[src/rtl/seq_det_sched.sv]
// Word scheduler for the shared serial sequence detector: serialises words
// MSB-first, attributes detector hits to bit positions and reports per word.
module seq_det_sched #(
    parameter int WIDTH   = 8,
    parameter int POS_W   = 3,
    parameter int CNT_W   = 4,
    parameter int DET_LAT = 1
) (
    input  logic             clk,
    input  logic             reset,
    input  logic             flush_en,
    input  logic             in_valid,
    input  logic [WIDTH-1:0] in_data,
    output logic             in_ready,
    output logic             det_seq_in,
    output logic             det_en,
    output logic             det_flush,
    input  logic             det_hit,
    output logic             out_valid,
    output logic             out_found,
    output logic [CNT_W-1:0] out_count,
    output logic [POS_W-1:0] out_first_pos,
    input  logic             out_ready
);

    typedef enum logic [2:0] {
        IDLE,
        FLUSH,
        SHIFT,
        DRAIN,
        REPORT
    } state_t;

    localparam logic [CNT_W-1:0] CNT_MAX  = '1;
    localparam logic [POS_W-1:0] LAST_BIT = POS_W'(WIDTH - 1);
    localparam logic [1:0]       LAST_DRN = 2'(DET_LAT - 1);

    state_t             state;
    logic [WIDTH-1:0]   word;
    logic [POS_W-1:0]   bit_idx;
    logic [POS_W-1:0]   samp_idx;
    logic [1:0]         drain_cnt;
    logic [DET_LAT-1:0] en_pipe;
    logic               samp;

    assign in_ready = reset && (state == IDLE);

    // det_en delayed by DET_LAT marks the cycle whose det_hit belongs to a bit
    assign samp = en_pipe[DET_LAT-1];

    always_ff @(posedge clk) begin
        if (!reset) begin
            state         <= IDLE;
            word          <= '0;
            bit_idx       <= '0;
            samp_idx      <= '0;
            drain_cnt     <= '0;
            en_pipe       <= '0;
            det_seq_in    <= 1'b0;
            det_en        <= 1'b0;
            det_flush     <= 1'b0;
            out_valid     <= 1'b0;
            out_found     <= 1'b0;
            out_count     <= '0;
            out_first_pos <= '0;
        end else begin
            en_pipe <= DET_LAT'({en_pipe, det_en});

            if (samp) begin
                samp_idx <= samp_idx + 1'b1;
                if (det_hit) begin
                    if (out_count != CNT_MAX)
                        out_count <= out_count + 1'b1;
                    if (!out_found) begin
                        out_found     <= 1'b1;
                        out_first_pos <= samp_idx;
                    end
                end
            end

            unique case (state)
                IDLE: begin
                    if (in_valid) begin
                        word          <= in_data;
                        bit_idx       <= '0;
                        samp_idx      <= '0;
                        out_found     <= 1'b0;
                        out_count     <= '0;
                        out_first_pos <= '0;
                        if (flush_en) begin
                            det_flush <= 1'b1;
                            state     <= FLUSH;
                        end else begin
                            det_en     <= 1'b1;
                            det_seq_in <= in_data[WIDTH-1];
                            state      <= SHIFT;
                        end
                    end
                end
                FLUSH: begin
                    det_flush  <= 1'b0;
                    det_en     <= 1'b1;
                    det_seq_in <= word[WIDTH-1];
                    state      <= SHIFT;
                end
                SHIFT: begin
                    if (bit_idx == LAST_BIT) begin
                        det_en     <= 1'b0;
                        det_seq_in <= 1'b0;
                        drain_cnt  <= '0;
                        state      <= DRAIN;
                    end else begin
                        bit_idx    <= bit_idx + 1'b1;
                        word       <= word << 1;
                        det_seq_in <= word[WIDTH-2];
                    end
                end
                DRAIN: begin
                    if (drain_cnt == LAST_DRN) begin
                        out_valid <= 1'b1;
                        state     <= REPORT;
                    end else begin
                        drain_cnt <= drain_cnt + 1'b1;
                    end
                end
                REPORT: begin
                    if (out_ready) begin
                        out_valid <= 1'b0;
                        state     <= IDLE;
                    end
                end
                default: state <= IDLE;
            endcase
        end
    end

endmodule
[config.mk]
export PLATFORM = sky130hd
export DESIGN_NAME = seq_det_sched
export DESIGN_NICKNAME = d
export VERILOG_FILES = /design/src/rtl/seq_det_sched.sv
export SDC_FILE = /design/constraint.sdc
export NUM_CORES = 1
export LEC_CHECK = 0
export CAP_MARGIN = 20
export CORE_MARGIN = 10
export CORE_UTILIZATION = 39
export DETAILED_ROUTE_END_ITERATION = 10
export HOLD_SLACK_MARGIN = 0.1
export PLACE_DENSITY_LB_ADDON = 0.08
export SLEW_MARGIN = 0
export SYNTH_ARGS = -nofsm -noshare
export SYNTH_HDL_FRONTEND = slang
export SYNTH_SLANG_ARGS = --single-unit
[constraint.sdc]
create_clock -name clk -period 2.9 [get_ports clk]
set_clock_uncertainty 0.2 [all_clocks]
set_input_delay 0.29 -clock clk [delete_from_list [all_inputs] [get_ports clk]]
set_output_delay 0.29 -clock clk [all_outputs]
set_load 0.005 [all_outputs]
==> key figures <==
Place
  – DP HPWL: 2350 µm
  – Post-Place Worst Slack: 0.760 ns
  – Dpl cell area: 0.00177 mm²
  – Buffers on Ports: 26
  – RD Place Congestion: 0.775

Routing
  – DRT iter0 DRCs: 46
  – Total number of vias: 1,252
  – DRT Pass-1 Iters: 4
  – Average wire per standard cell: 12.9 µm
  – Routed Antenna Nets: 0
  – Vias/cell: 5.17
  – Final wirelength: 3130 µm
  – DRC viols: 0

Global routing
  – Grt met1 use: 0.114
  – GR Util met3: 0.0313
  – Initial antenna violation count: 0
  – Busiest layer in global routing: met2
  – Gr usage total: 0.100
  – First-pass GRT wire length: 5380 µm
  – Largest net degree at the start of global routing: 21
  – Total global routing overflow: 0
  – Vias in the first global route: 1,213
  – Grt met2 use: 0.168

Floorplan
  – Die width: 82.3 µm
  – Total die area: 0.00677 mm²
  – Row Count: 22
  – Starting Density: 0.407
  – Die height: 82.3 µm
  – I/O pin count: 27
  – Core area: 0.00372 mm²

Clocking
  – Clock transition at the registers of the reported paths: 0.06 ns
  – Post-CTS Setup Inserts: 0
  – CTS tree: built
  – Max Root-Sink Buffers: 2
  – Clock latency on the worst-skew pair: 0.28 ns
  – Root buf cell: clkbuf_8
  – CTS sink cnt: 32
  – Cts hold-fix bufs: 0
  – # resized after CTS: 0
  – H-tree depth: 2
  – CTS buffer count: 5

Timing
  – Pin slew with the least headroom to its limit: 0.619 ns
  – Part of the cycle the worst path needs: 0.766
  – Final setup fails: 0
  – Setup WS post-layout: 0.677 ns
  – Slew headroom: 0.587
  – Max Slew Vio Count: 0
  – Max Fclk: 450 MHz
  – Setup TNS: 0 ns
  – Final min period: 2.22 ns
  – RSZ-0062 raised after global routing: no
  – Final Hold Fails: 0

Setup path
  – Critical Path RT: 2.41 ns
  – Worst Path Arrival: 1.73 ns
  – CP max FO: 17
  – Element type at the critical path end: output port
  – Setup crit start kind: register
  – Path depth of the worst reg2reg path: 6
  – Critical path type: register to output port

Logic synthesis
  – Synth Area in XOR/XNOR: 0.0232
  – Synthesized area per cell: 9.00 µm²
  – Post-synthesis cell area: 0.00151 mm²
  – Synth Area in Compound Gates: 0.191
  – Mux cell area share after synthesis: 0.0728
  – Yosys cell types: 37
  – Post-synthesis register bit count: 32
  – Adder-cell share of the synthesized area: 0.0414
  – Gate Count Post-Synth: 168
  – Synth Warn #: 0
  – Sequential area share after synthesis: 0.423
  – Post-synthesis simple-gate area fraction: 0.184
  – Largest family of logic cells by synthesized area: compound AO/OA/AOI/OAI gates
  – Post-synth net total: 187

Power
  – P per Cell Area: 800 mW/mm²
  – Worst VDD drop: 627 µV
  – Leakage: 0.705 nW

Cells and area
  – FF+latch area: 641 µm²
  – Area grow syn2layout: 23.9%
  – Layout cells sized above 1: 0.0670
  – # nets final: 212
  – Area of the multi-input gates: 776 µm²
  – Fillers: 360
  – Commonest non-fill, non-tap cell in the layout: dfxtp_1
  – Commonest non-fill, non-tap cells in the layout: dfxtp_1 (32), clkdlybuf4s50_1 (26), nor2_1 (19), nand2_1 (16), a21oi_1 (16)
  – Design area: 0.00187 mm²
  – Ant. Diodes: 0

Job
  – Maximum Capacitance Violations: 0

Min path
  – Hold Path Depth: 2
  – Min-delay worst type: register to register

Run status
  – Status: complete, no violations
## synthesized netlist by cell type
cell	count	area share
o21ai_1	7	0.023
nor2_1	19	0.047
a2111oi_2	1	0.0099
clkbuf_1	1	0.0025
buf_4	3	0.015
nand3b_1	2	0.0099
a41o_1	1	0.0066
nand3_1	3	0.0099
nand2b_1	4	0.017
a21oi_1	16	0.053
nand4_1	2	0.0083
a2bb2oi_1	1	0.0058
buf_6	4	0.030
nor2b_2	1	0.0058
o21ai_0	6	0.020
o2111ai_1	1	0.0058
a32oi_1	1	0.0058
a31oi_1	6	0.025
xnor2_1	3	0.017
nand2_1	16	0.040
a211oi_2	1	0.0083
nor3b_1	1	0.0050
buf_2	2	0.0066
clkinv_1	1	0.0025
or3b_1	1	0.0058
a211oi_1	3	0.015
ha_1	5	0.041
xor2_1	1	0.0058
and2_0	1	0.0041
and2_1	4	0.017
inv_1	3	0.0074
o2111a_1	1	0.0074
nor3_1	1	0.0033
mux2i_1	11	0.073
nor3b_4	1	0.012
dfxtp_1	32	0.42
a22o_1	1	0.0058
## metrics by stage
step | utilization | std cells | total power, mW | hold WS (ns)
final | 0.504 | 242 | 1.50 | 0.252
after global routing | 0.504 | 242 | 1.61 | 0.288
after CTS | 0.504 | 242 | 1.52 | 0.254
after detailed placement | 0.475 | 234 | 1.10 | 0.245
after global placement | 0.475 | 234 | 1.09 | 0.242
after floorplan | - | 168 | 1.00 | 0.232
## state kept, by name, summed over array words and instances (netlist names)
register / count
state: 3
det_en: 1
en_pipe: 1
out_found: 1
det_seq_in: 1
out_valid: 1
out_first_pos: 3
samp_idx: 3
out_count: 4
drain_cnt: 2
det_flush: 1
bit_idx: 3
word: 8
## power by group
| part | switching, mW | total (mW) | internal [mW] | leakage [nW] |
|---|---|---|---|---|
| clock | 0.155 | 0.410 | 0.255 | 0.0552 |
| sequential | 0.104 | 0.630 | 0.526 | 0.262 |
| combinational | 0.224 | 0.460 | 0.236 | 0.389 |
| total | 0.483 | 1.50 | 1.02 | 0.705 |
## kinds of logic after synthesis
group | Yosys count
AND/OR/NAND/NOR | 56
AO/OA/AOI/OAI | 46
multiplexers | 11
XOR/XNOR | 4
adder cells (fa/ha/maj) | 5
buffers and inverters | 14
flip-flops | 32
## area by class of cell
type,count,area share
tap,48,0.0320
multi-input combinational,122,0.414
clock buffer,6,0.0387
timing repair buffer,28,0.147
clock inverter,2,0.0187
sequential,32,0.342
inverter,4,0.00801
## path summary, 6_finish.rpt
check | start | to | slack, ns
worst max register to register | bit_idx[0] | word[0] | 0.89
worst max-delay path | state[0] | in_ready | 0.68
worst min register to register | drain_cnt[1] | drain_cnt[1] | 0.25
worst min-delay path | drain_cnt[1] | drain_cnt[1] | 0.25
## critical path: stages, from the launching register on
cell	delay (ns)
dfxtp_1	0.71
nor3_1	0.12
and2_1	0.18
clkdlybuf4s50_1	0.44
## per-layer routing
layer | wire length, µm | up-vias | part of all wire
met3 | 158 | 5 | 0.050
met2 | 1580 | 22 | 0.50
met5 | 0 | - | 0
li1 | - | 647 | -
met1 | 1350 | 578 | 0.43
met4 | 46 | 0 | 0.015
Note: power is estimated with default switching activity, not from simulation.
